===== src/rtl/uart_fifo.sv =====
// rtl/uart_fifo.sv - buffered full-duplex UART with TX/RX FIFOs and sticky line-error flags
module uart_fifo #(
  parameter int CLKS_PER_BIT = 868,
  parameter int DATA_BITS    = 8,
  parameter int PARITY       = 0,
  parameter int STOP_BITS    = 1,
  parameter int FIFO_AW      = 4
) (
  input  logic                 clk_100MHz,
  input  logic                 reset,
  input  logic                 rx,
  output logic                 tx,
  input  logic                 tx_wr_en,
  input  logic [DATA_BITS-1:0] tx_wr_data,
  output logic                 tx_full,
  output logic                 tx_busy,
  output logic [FIFO_AW:0]     tx_count,
  input  logic                 rx_rd_en,
  output logic [DATA_BITS-1:0] rx_rd_data,
  output logic                 rx_empty,
  output logic [FIFO_AW:0]     rx_count,
  input  logic                 err_clr,
  output logic                 parity_err,
  output logic                 frame_err,
  output logic                 overrun
);
  localparam int DEPTH = 1 << FIFO_AW;
  localparam int PW    = FIFO_AW + 1;
  localparam int CW    = $clog2(CLKS_PER_BIT);
  localparam logic [CW-1:0] CNT_LAST  = CW'(CLKS_PER_BIT - 1);
  localparam logic [CW-1:0] HALF_LAST = CW'(CLKS_PER_BIT / 2 - 1);
  localparam logic [2:0]    BIT_LAST  = 3'(DATA_BITS - 1);
  localparam logic          STOP_LAST = (STOP_BITS == 2);

  typedef enum logic [2:0] {S_IDLE, S_START, S_DATA, S_PARITY, S_STOP} state_t;

  logic [PW-1:0]        tx_wptr_q, tx_wptr_d, tx_rptr_q, tx_rptr_d;
  logic [DATA_BITS-1:0] tx_mem_q [DEPTH];
  state_t               tx_state_q, tx_state_d;
  logic [CW-1:0]        tx_cnt_q, tx_cnt_d;
  logic [2:0]           tx_bit_q, tx_bit_d;
  logic [DATA_BITS-1:0] tx_shift_q, tx_shift_d;
  logic                 tx_stop_q, tx_stop_d, tx_par_q, tx_par_d;
  logic                 tx_q, tx_d, tx_busy_q, tx_busy_d;
  logic                 tx_push, tx_pop, tx_full_w, tx_empty_w, tx_bit_done;

  logic                 rx_s1_q, rx_s2_q, rx_prev_q;
  logic [PW-1:0]        rx_wptr_q, rx_wptr_d, rx_rptr_q, rx_rptr_d;
  logic [DATA_BITS-1:0] rx_mem_q [DEPTH];
  state_t               rx_state_q, rx_state_d;
  logic [CW-1:0]        rx_cnt_q, rx_cnt_d;
  logic [2:0]           rx_bit_q, rx_bit_d;
  logic [DATA_BITS-1:0] rx_shift_q, rx_shift_d, rx_rd_data_q, rx_rd_data_d;
  logic                 rx_stop_q, rx_stop_d, rx_pbit_q, rx_pbit_d, rx_fbad_q, rx_fbad_d;
  logic                 rx_push, rx_pop, rx_full_w, rx_empty_w, rx_par_bad;
  logic                 parity_set, frame_set, overrun_set;
  logic                 parity_err_q, parity_err_d, frame_err_q, frame_err_d, overrun_q, overrun_d;

  assign tx_full_w  = (tx_wptr_q[FIFO_AW] != tx_rptr_q[FIFO_AW]) &&
                      (tx_wptr_q[FIFO_AW-1:0] == tx_rptr_q[FIFO_AW-1:0]);
  assign tx_empty_w = (tx_wptr_q == tx_rptr_q);
  assign rx_full_w  = (rx_wptr_q[FIFO_AW] != rx_rptr_q[FIFO_AW]) &&
                      (rx_wptr_q[FIFO_AW-1:0] == rx_rptr_q[FIFO_AW-1:0]);
  assign rx_empty_w = (rx_wptr_q == rx_rptr_q);

  // TX FIFO bookkeeping and transmit framer: start, data LSB first, optional parity, stop bits
  always_comb begin
    tx_state_d  = tx_state_q;
    tx_cnt_d    = tx_cnt_q;
    tx_bit_d    = tx_bit_q;
    tx_shift_d  = tx_shift_q;
    tx_stop_d   = tx_stop_q;
    tx_par_d    = tx_par_q;
    tx_d        = tx_q;
    tx_busy_d   = tx_busy_q;
    tx_pop      = 1'b0;
    tx_push     = tx_wr_en && !tx_full_w;
    tx_bit_done = (tx_cnt_q == CNT_LAST);
    if (tx_state_q != S_IDLE) tx_cnt_d = tx_bit_done ? '0 : tx_cnt_q + CW'(1);
    case (tx_state_q)
      S_IDLE: if (!tx_empty_w) begin
        tx_pop     = 1'b1;
        tx_shift_d = tx_mem_q[tx_rptr_q[FIFO_AW-1:0]];
        tx_par_d   = (PARITY == 1) ? ~(^tx_mem_q[tx_rptr_q[FIFO_AW-1:0]])
                                   : (^tx_mem_q[tx_rptr_q[FIFO_AW-1:0]]);
        tx_state_d = S_START;
        tx_cnt_d   = '0;
        tx_d       = 1'b0;
        tx_busy_d  = 1'b1;
      end
      S_START: if (tx_bit_done) begin
        tx_state_d = S_DATA;
        tx_bit_d   = '0;
        tx_d       = tx_shift_q[0];
      end
      S_DATA: if (tx_bit_done) begin
        if (tx_bit_q == BIT_LAST) begin
          tx_stop_d  = 1'b0;
          tx_state_d = (PARITY != 0) ? S_PARITY : S_STOP;
          tx_d       = (PARITY != 0) ? tx_par_q : 1'b1;
        end else begin
          tx_bit_d   = tx_bit_q + 3'd1;
          tx_shift_d = tx_shift_q >> 1;
          tx_d       = tx_shift_q[1];
        end
      end
      S_PARITY: if (tx_bit_done) begin
        tx_state_d = S_STOP;
        tx_d       = 1'b1;
      end
      S_STOP: if (tx_bit_done) begin
        if (tx_stop_q == STOP_LAST) begin
          tx_state_d = S_IDLE;
          tx_busy_d  = 1'b0;
        end else begin
          tx_stop_d = 1'b1;
        end
      end
      default: tx_state_d = S_IDLE;
    endcase
    tx_wptr_d = tx_wptr_q + PW'(tx_push);
    tx_rptr_d = tx_rptr_q + PW'(tx_pop);
  end

  // Receive framer: mid-bit sampling after a synchronised falling edge, end-of-frame checks, RX FIFO, sticky flags
  always_comb begin
    rx_state_d  = rx_state_q;
    rx_cnt_d    = rx_cnt_q;
    rx_bit_d    = rx_bit_q;
    rx_shift_d  = rx_shift_q;
    rx_stop_d   = rx_stop_q;
    rx_pbit_d   = rx_pbit_q;
    rx_fbad_d   = rx_fbad_q;
    rx_push     = 1'b0;
    parity_set  = 1'b0;
    frame_set   = 1'b0;
    overrun_set = 1'b0;
    rx_par_bad  = (PARITY == 0) ? 1'b0 : ((^rx_shift_q ^ rx_pbit_q) != (PARITY == 1));
    case (rx_state_q)
      S_IDLE: if (rx_prev_q && !rx_s2_q) begin
        rx_state_d = S_START;
        rx_cnt_d   = '0;
      end
      S_START: if (rx_cnt_q == HALF_LAST) begin
        rx_cnt_d   = '0;
        rx_bit_d   = '0;
        rx_state_d = rx_s2_q ? S_IDLE : S_DATA;
      end else rx_cnt_d = rx_cnt_q + CW'(1);
      S_DATA: if (rx_cnt_q == CNT_LAST) begin
        rx_cnt_d   = '0;
        rx_shift_d = {rx_s2_q, rx_shift_q[DATA_BITS-1:1]};
        if (rx_bit_q == BIT_LAST) begin
          rx_stop_d  = 1'b0;
          rx_fbad_d  = 1'b0;
          rx_state_d = (PARITY != 0) ? S_PARITY : S_STOP;
        end else rx_bit_d = rx_bit_q + 3'd1;
      end else rx_cnt_d = rx_cnt_q + CW'(1);
      S_PARITY: if (rx_cnt_q == CNT_LAST) begin
        rx_cnt_d   = '0;
        rx_pbit_d  = rx_s2_q;
        rx_state_d = S_STOP;
      end else rx_cnt_d = rx_cnt_q + CW'(1);
      S_STOP: if (rx_cnt_q == CNT_LAST) begin
        rx_cnt_d = '0;
        if (rx_stop_q == STOP_LAST) begin
          rx_state_d = S_IDLE;
          if (rx_fbad_q || !rx_s2_q) frame_set = 1'b1;
          else if (rx_par_bad)       parity_set = 1'b1;
          else if (rx_full_w)        overrun_set = 1'b1;
          else                       rx_push = 1'b1;
        end else begin
          rx_stop_d = 1'b1;
          rx_fbad_d = !rx_s2_q;
        end
      end else rx_cnt_d = rx_cnt_q + CW'(1);
      default: rx_state_d = S_IDLE;
    endcase
    rx_pop    = rx_rd_en && !rx_empty_w;
    rx_wptr_d = rx_wptr_q + PW'(rx_push);
    rx_rptr_d = rx_rptr_q + PW'(rx_pop);
    // Head register tracks the post-update head; a word landing in an empty FIFO bypasses memory.
    rx_rd_data_d = rx_rd_data_q;
    if (rx_wptr_d != rx_rptr_d) begin
      if (rx_push && (rx_wptr_q[FIFO_AW-1:0] == rx_rptr_d[FIFO_AW-1:0])) rx_rd_data_d = rx_shift_q;
      else rx_rd_data_d = rx_mem_q[rx_rptr_d[FIFO_AW-1:0]];
    end
    parity_err_d = (parity_err_q && !err_clr) || parity_set;
    frame_err_d  = (frame_err_q && !err_clr) || frame_set;
    overrun_d    = (overrun_q && !err_clr) || overrun_set;
  end

  // FIFO storage arrays; contents are only read behind valid pointers so they need no reset
  always_ff @(posedge clk_100MHz) begin
    if (tx_push) tx_mem_q[tx_wptr_q[FIFO_AW-1:0]] <= tx_wr_data;
    if (rx_push) rx_mem_q[rx_wptr_q[FIFO_AW-1:0]] <= rx_shift_q;
  end

  // State registers; reset drives the line idle-high at once and aborts any frame in flight
  always_ff @(posedge clk_100MHz or negedge reset) begin
    if (!reset) begin
      tx_wptr_q <= '0;  tx_rptr_q <= '0;  tx_state_q <= S_IDLE;  tx_cnt_q <= '0;
      tx_bit_q <= '0;   tx_shift_q <= '0; tx_stop_q <= 1'b0;     tx_par_q <= 1'b0;
      tx_q <= 1'b1;     tx_busy_q <= 1'b0;
      rx_s1_q <= 1'b1;  rx_s2_q <= 1'b1;  rx_prev_q <= 1'b1;
      rx_wptr_q <= '0;  rx_rptr_q <= '0;  rx_state_q <= S_IDLE;  rx_cnt_q <= '0;
      rx_bit_q <= '0;   rx_shift_q <= '0; rx_stop_q <= 1'b0;     rx_pbit_q <= 1'b0;
      rx_fbad_q <= 1'b0; rx_rd_data_q <= '0;
      parity_err_q <= 1'b0; frame_err_q <= 1'b0; overrun_q <= 1'b0;
    end else begin
      tx_wptr_q <= tx_wptr_d;  tx_rptr_q <= tx_rptr_d;  tx_state_q <= tx_state_d;  tx_cnt_q <= tx_cnt_d;
      tx_bit_q <= tx_bit_d;    tx_shift_q <= tx_shift_d; tx_stop_q <= tx_stop_d;   tx_par_q <= tx_par_d;
      tx_q <= tx_d;            tx_busy_q <= tx_busy_d;
      rx_s1_q <= rx;           rx_s2_q <= rx_s1_q;       rx_prev_q <= rx_s2_q;
      rx_wptr_q <= rx_wptr_d;  rx_rptr_q <= rx_rptr_d;  rx_state_q <= rx_state_d;  rx_cnt_q <= rx_cnt_d;
      rx_bit_q <= rx_bit_d;    rx_shift_q <= rx_shift_d; rx_stop_q <= rx_stop_d;   rx_pbit_q <= rx_pbit_d;
      rx_fbad_q <= rx_fbad_d;  rx_rd_data_q <= rx_rd_data_d;
      parity_err_q <= parity_err_d; frame_err_q <= frame_err_d; overrun_q <= overrun_d;
    end
  end

  assign tx         = tx_q;
  assign tx_busy    = tx_busy_q;
  assign tx_full    = tx_full_w;
  assign tx_count   = tx_wptr_q - tx_rptr_q;
  assign rx_rd_data = rx_rd_data_q;
  assign rx_empty   = rx_empty_w;
  assign rx_count   = rx_wptr_q - rx_rptr_q;
  assign parity_err = parity_err_q;
  assign frame_err  = frame_err_q;
  assign overrun    = overrun_q;
endmodule


===== config.mk =====
export PLATFORM = sky130hd
export DESIGN_NAME = uart_fifo
export DESIGN_NICKNAME = d
export VERILOG_FILES = /design/src/rtl/uart_fifo.sv
export SDC_FILE = /design/constraint.sdc
export NUM_CORES = 1
export LEC_CHECK = 0
export CORE_MARGIN = 2
export CORE_UTILIZATION = 60
export CTS_CLUSTER_SIZE = 30
export DETAILED_ROUTE_END_ITERATION = 8
export PLACE_DENSITY = 0.85
export SYNTH_ARGS = -nofsm -noshare
export SYNTH_HDL_FRONTEND = slang
export SYNTH_SLANG_ARGS = --single-unit

===== constraint.sdc =====
create_clock -name clk_100MHz -period 5.2 [get_ports clk_100MHz]
set_input_delay 0.52 -clock clk_100MHz [delete_from_list [all_inputs] [get_ports clk_100MHz]]
set_output_delay 0.52 -clock clk_100MHz [all_outputs]
set_load 0.02 [all_outputs]

# --- Word-level counts from Yosys, hierarchy flattened ---
# Memories as Yosys holds them, arrays and structs flattened. A register that Yosys moved wholly into a read port is not among the register bits.
# Index checks and enable logic that the tools add are counted.
word_totals:
  n_memories: 2
  reg_bits: 79
  in_bits: 14
  ram_bits: 256
mem_list:
  columns: ["memory", "words", "word_bits", "rd", "rd_clocked_by_memory_dff", "wr", "line_no", "rtl"]
  rows:
  - ["rx_mem_q", 16, 8, 1, 1, 1, "49", "logic [DATA_BITS-1:0] rx_mem_q [DEPTH];"]
  - ["tx_mem_q", 16, 8, 1, 0, 1, "38", "logic [DATA_BITS-1:0] tx_mem_q [DEPTH];"]
classes:
  n_mux: 80
  n_reduce_logical: 40
  addsub: 10
  eq_ne: 37
ops:
  columns: ["op", "n"]
  rows:
  - ["2-to-1 mux 10 bit", 7]
  - ["2-to-1 mux 3 bit", 20]
  - ["2-to-1 mux 1 bit", 38]
  - ["!= test 2 bit (second input constant)", 17]
  - ["one-hot mux 10 bit (3 select lines)", 1]
  - ["one-hot mux 3 bit (5 select lines)", 2]
  - ["2-to-1 mux 8 bit", 3]
  - ["AND reduction 4 bit", 6]
  - ["adder 10 x 1 -> 10 bit (second input constant)", 2]
  - ["adder 5 x 1 -> 5 bit", 4]
  - ["== test 10 bit (second input constant)", 2]
  - ["one-hot mux 8 bit (2 select lines)", 1]
  - ["AND reduction 7 bit", 2]
  - ["== test 3 x 2 -> 1 bit (second input constant)", 4]
  - ["== test 3 bit (second input constant)", 4]
  - ["one-hot mux 3 bit (2 select lines)", 2]
  - ["nonzero test 2 bit", 6]
  - ["== test 10 x 9 -> 1 bit (second input constant)", 1]
  - ["== test 5 bit", 2]
  - ["AND reduction 5 bit", 2]
  - ["subtractor 5 bit", 2]
  - ["== test 4 bit", 2]
  - ["logical AND 1 bit", 8]
  - ["one-hot mux 1 bit (2 select lines)", 4]
  - ["13 further kinds", 25]

# --- Longest topological paths before layout ---
logic_depth:
  word_depth: 9
  ltp_mapped: 15
  depth_no_buf: 12

# --- Worst setup path after synthesis ---
# Ideal clock, no wire load.
synth_path:
  kind: "register -> register"
  start: "register rx_wptr_q[0]"
  end: "register rx_rd_data_q[1], in the netlist rx_rd_data[1] (read register of rx_mem_q)"
  path_stages_with_launch: 16
  path_buffers: 3
  synth_period_minus_slack_ps: 3930
  path_slack_ps: 1270
  arrival_ps: 3805
  required_ps: 5075
  path_cell_list: "dfrtp_1 clkbuf_1 inv_1 ha_1 and4_1 nor2b_1 nor2b_1 ha_1 ha_1 clkbuf_1 buf_1 mux4_2 mux2i_1 mux2i_1 mux2_2 mux2_4"
synth_via:
  elab_cells_between_ends: 13
synth_rtl:
  columns: ["item", "line_no", "rtl"]
  rows:
  - ["start, declared", "48", "logic [PW-1:0] rx_wptr_q, rx_wptr_d, rx_rptr_q, rx_rptr_d;"]
  - ["start signal, assigned", "214", "rx_wptr_q <= rx_wptr_d; rx_rptr_q <= rx_rptr_d; rx_state_q <= rx_state_d; rx_cnt_q <= rx_cnt_d;"]
  - ["== test 5 bit (*)", "64", "assign rx_empty_w = (rx_wptr_q == rx_rptr_q);"]
  - ["via rx_empty", "20", "output logic rx_empty,"]
  - ["logical NOT 1 bit (*)", "178", "rx_pop = rx_rd_en && !rx_empty_w;"]
  - ["logical AND 1 bit (*)", "178", null]
  - ["adder 5 x 1 -> 5 bit (*)", "180", "rx_rptr_d = rx_rptr_q + PW'(rx_pop);"]
  - ["via rx_rptr_d[1]", "48", null]
  - ["!= test 5 bit", "183", "if (rx_wptr_d != rx_rptr_d) begin"]
  - ["end, declared", "53", "logic [DATA_BITS-1:0] rx_shift_q, rx_shift_d, rx_rd_data_q, rx_rd_data_d;"]
# Mark *: on every way through the listed nets, which the timed path passes. The rest lies on a longest branch.
# A chain may end at the register's enable or synchronous reset.

# --- Worst setup path after layout ---
layout_path:
  start: "register rx_rptr_q[2]"
  end: "register rx_rd_data_q[6], in the netlist rx_rd_data[6] (read register of rx_mem_q)"
layout_via:
  elab_cells_between_ends: 13
layout_rtl:
  columns: ["item", "line_no"]
  rows:
  - ["start, declared", "48"]
  - ["start signal, assigned", "214"]
  - ["== test 5 bit (*)", "64"]
  - ["logical NOT 1 bit (*)", "178"]
  - ["logical AND 1 bit (*)", "178"]
  - ["adder 5 x 1 -> 5 bit (*)", "180"]
  - ["via rx_rptr_d[1]", "48"]
  - ["!= test 5 bit", "183"]
# Marked as above.

==> reports/qor.yml <==
finish:
  insertedDiodeCount: 0
  final_net_count: 951
  finish.instance_area_um2: 16200
  area_growth_syn_to_layout_pct: 12.6
  final_layout_size_suffix_gt1_frac: 0.186
  fillers: 1463
synthesis:
  synth_nets: 897
  netlist_area_um2: 14400
  synth-seq-cells: 341
  syn_inst: 858
  synthesis.area_per_instance_um2: 16.8
  synth.yosys.warnings: 0
  synth_top_cell_area_share: 0.534
  post_synth_most_frequent_cells: "256 x sky130_fd_sc_hd__edfxtp_1, 81 x sky130_fd_sc_hd__dfrtp_1, 65 x sky130_fd_sc_hd__mux4_2"
  async_reset_ff_frac: 0.249
  library_cell_with_the_largest_summed_area_after_synthesis: "sky130_fd_sc_hd__edfxtp_1"
  synth.top_cells.by_area: "sky130_fd_sc_hd__edfxtp_1 53%, sky130_fd_sc_hd__dfrtp_1 14%, sky130_fd_sc_hd__mux4_2 10%"
  synthFlopType: "sky130_fd_sc_hd__edfxtp_1"
  synth_enable_flop_cells: 256
  synth.lib_cells_used.distinct: 61
  synth_seq_area_share: 0.681
  synthMostInstantiatedCell: "sky130_fd_sc_hd__edfxtp_1"
routing:
  drt-vias-per-instance: 6.14
  remaining_drc_errors: 0
  drt_iter0_markers: 613
  routed_wl_mm: 28.2
  via_count_of_the_routed_design: 7718
  avgRoutedWirePerCell_um: 22.4
  drtAntennaViolNets: 0
  dr.pass1.iters: 5
critical_path:
  critical_path_class: "reg2reg"
  arr_time_crit_path_ns: 4.47
  cp-start-kind: "flop"
  timing.critical_path.max_delay_family: "multiplexers"
  crit_path_cell_trace: "inv_1 -> ha_1 -> and4_1 -> nor2b_1 -> nor2b_1 -> ha_2 -> ha_1 -> buf_4 -> mux4_2 -> mux2i_1 -> mux2i_1 -> mux2_2 -> mux2_4"
  worst-path-buf-inv: 2
  slowest_delay_ns: 0.60
  crit_path_end_kind: "flop"
  critical-path-slowest-cell: "sky130_fd_sc_hd__ha_1"
  worstPathRequired_ns: 5.59
  crit_fanout: 25
status:
  outcome: "complete, no violations"
pwr:
  power_leakage_nw: 5.48
  power-per-cell-area_nw_per_um2: 492
  internal-power_mw: 5.55
  proportion_of_power_drawn_by_combinational_gates: 0.284
  ir_worst_vdd_mv: 0.484
  seqPwrFrac: 0.421
  power.clock.fraction: 0.295
  power.share.switching: 0.305
  total_switching_power_mw: 2.43
placement:
  placed_cell_area_um2: 15100
  port-buffer-count: 38
  routabilityCongestion: 0.831
  place_hpwl_mm: 18.1
hold_path:
  hold_class: "reg2reg"
clock_network:
  cts-root-to-sink-buffers: 3
  inserted_clock_buffers: 34
  clock_insertion_delay_at_the_later_pin_of_the_skew_report_ns: 0.52
  cts_tree: "built"
  h-tree-depth: 2
  cts_post_setup_buffers_inserted: 0
  postCtsResizedCells: 0
  path_clk_slew_ns: 0.06
  cts_num_sinks: 341
  clk_root_buffer_cell: "sky130_fd_sc_hd__clkbuf_16"
timing:
  finalCritPeriodShare: 0.785
  skew_ns: 0.0211
  finalWorstPathRequiredPeriod_ns: 4.08
  rsz0062_at_grt: "false"
  timing.final.max_slew_violations: 0
  final.setup.tns_ns: 0
  final_hold_vios: 0
  fmax_mhz: 245
  timing_worst_slew_pin_value_ns: 1.01
  slew_headroom: 0.322
  setup_viol: 0
floorplan:
  pin_count: 39
  placeableCoreArea_um2: 23500
  initial_core_util: 0.612
  floorplan.die.width_um: 159
  chipHeight_um: 159
  die-area_um2: 25300
  fp-row-count: 56
grt:
  first_global_vias: 7874
  grt_util_met3: 0.0388
  grt_resource_usage_total: 0.232
  grt_start_max_net_pins: 50
  met2_usage: 0.391
  final_global_route_overflow_total: 0
  gr-usage-met1: 0.314
  grt_antenna_before_repair: 0
  grt_pass1_wl_mm: 45.3
  busiest_layer: "met2"
job:
  max-cap-violations: 0
## final timing paths
| path | from | endpoint | slack, ns | depth (start not counted) |
|---|---|---|---|---|
| worst min register to register | rx_s1_q$_DFF_PN1_ | rx_s2_q$_DFF_PN1_ | 0.36 | 0 |
| max in group asynchronous | reset | tx_rptr_q[0]$_DFF_PN0_ | 3.62 | 3 |
| worst max register to register | rx_rptr_q[2]$_DFF_PN0_ | rx_rd_data[6]$_DFFE_PN0P_ | 1.12 | 13 |
| worst max-delay path | rx_rptr_q[2]$_DFF_PN0_ | rx_rd_data[6]$_DFFE_PN0P_ | 1.12 | 13 |
| min in group asynchronous | reset | rx_rd_data[2]$_DFFE_PN0P_ | 0.52 | 2 |
| worst min-delay path | rx_s1_q$_DFF_PN1_ | rx_s2_q$_DFF_PN1_ | 0.36 | 0 |
## stage by stage
| step | util | hold slack (ns) | power, mW | setup slack [ns] | instances |
|---|---|---|---|---|---|
| final | 0.689 | 0.361 | 7.98 | 1.12 | 1257 |
| after global routing | 0.689 | 0.366 | 8.33 | 0.964 | 1257 |
| after CTS | 0.689 | 0.363 | 8.03 | 1.15 | 1257 |
| after detailed placement | 0.643 | 0.350 | 5.66 | 1.22 | 1194 |
| after global placement | 0.643 | 0.347 | 5.58 | 1.34 | 1194 |
| after floorplan | - | 0.224 | 5.03 | 1.27 | 858 |
## layer usage
metal,wire (µm),share of wire,vias up
met5,0,0,-
met4,768,0.027,0
met3,1620,0.057,54
met2,14300,0.51,277
met1,11400,0.41,3935
li1,-,-,3452
## registers in the layout, summed over array words and instances, names as in the netlist, 8 cells and up
name and count:
rx_cnt_q 10, rx_mem_q 128, rx_rd_data 8, rx_shift_q 8, tx_cnt_q 10, tx_mem_q 128, tx_shift_q 8
## cell families (layout without fill, tap and decap cells)
| family | Yosys count | after routing | synth area share |
|---|---|---|---|
| AO/OA/AOI/OAI | 110 | 110 | 0.0483 |
| buffers and inverters | 61 | 141 | 0.0188 |
| multiplexers | 116 | 116 | 0.141 |
| AND/OR/NAND/NOR | 174 | 174 | 0.0644 |
| XOR/XNOR | 31 | 31 | 0.0229 |
| adder cells (fa/ha/maj) | 25 | 25 | 0.0228 |
| flip-flops | 341 | 341 | 0.681 |
## cell usage in the layout, fill, tap and decap left out, types with 11 or more instances in the layout
cell type / synthesis / layout
sky130_fd_sc_hd__o21ai_0: 27 / 27
sky130_fd_sc_hd__buf_4: 4 / 17
sky130_fd_sc_hd__dfrtp_1: 81 / 80
sky130_fd_sc_hd__a22oi_1: 15 / 15
sky130_fd_sc_hd__clkbuf_16: 0 / 34
sky130_fd_sc_hd__mux2_2: 18 / 18
sky130_fd_sc_hd__nor2_1: 50 / 50
sky130_fd_sc_hd__ha_1: 23 / 22
sky130_fd_sc_hd__nand3_1: 17 / 17
sky130_fd_sc_hd__nand2_1: 25 / 25
sky130_fd_sc_hd__clkdlybuf4s50_1: 0 / 37
sky130_fd_sc_hd__mux4_2: 65 / 65
sky130_fd_sc_hd__a21o_1: 11 / 11
sky130_fd_sc_hd__edfxtp_1: 256 / 256
sky130_fd_sc_hd__nor2b_1: 12 / 12
sky130_fd_sc_hd__inv_1: 24 / 24
sky130_fd_sc_hd__a21oi_1: 33 / 33
sky130_fd_sc_hd__xnor2_1: 19 / 19
sky130_fd_sc_hd__mux2i_1: 25 / 25
sky130_fd_sc_hd__nor3_1: 15 / 15
## power groups by stage
stage / registers [mW] / clock network [mW] / logic (mW)
finish: 3.36 / 2.35 / 2.27
global route: 3.39 / 2.50 / 2.44
CTS: 3.36 / 2.39 / 2.29
detailed placement: 3.40 / 0 / 2.26
global placement: 3.39 / 0 / 2.20
floorplan: 3.30 / 0 / 1.73
## area by class of cell
cell class	count	area (µm²)	share of cell area
Clock buffer	38	866	0.0534
Clock inverter	24	210	0.0130
Inverter	24	90.1	0.00555
Multi-Input combinational cell	456	4330	0.267
Sequential cell	341	9820	0.605
Tap cell	319	399	0.0246
Timing Repair Buffer	55	508	0.0313
## timing repair
action / CTS / global route
hold endpoints to repair: 32 / 0
hold buffers: 1 / 0
endpoints found under the setup margin: 0 / 0
Power figures use the tool's default switching activity.
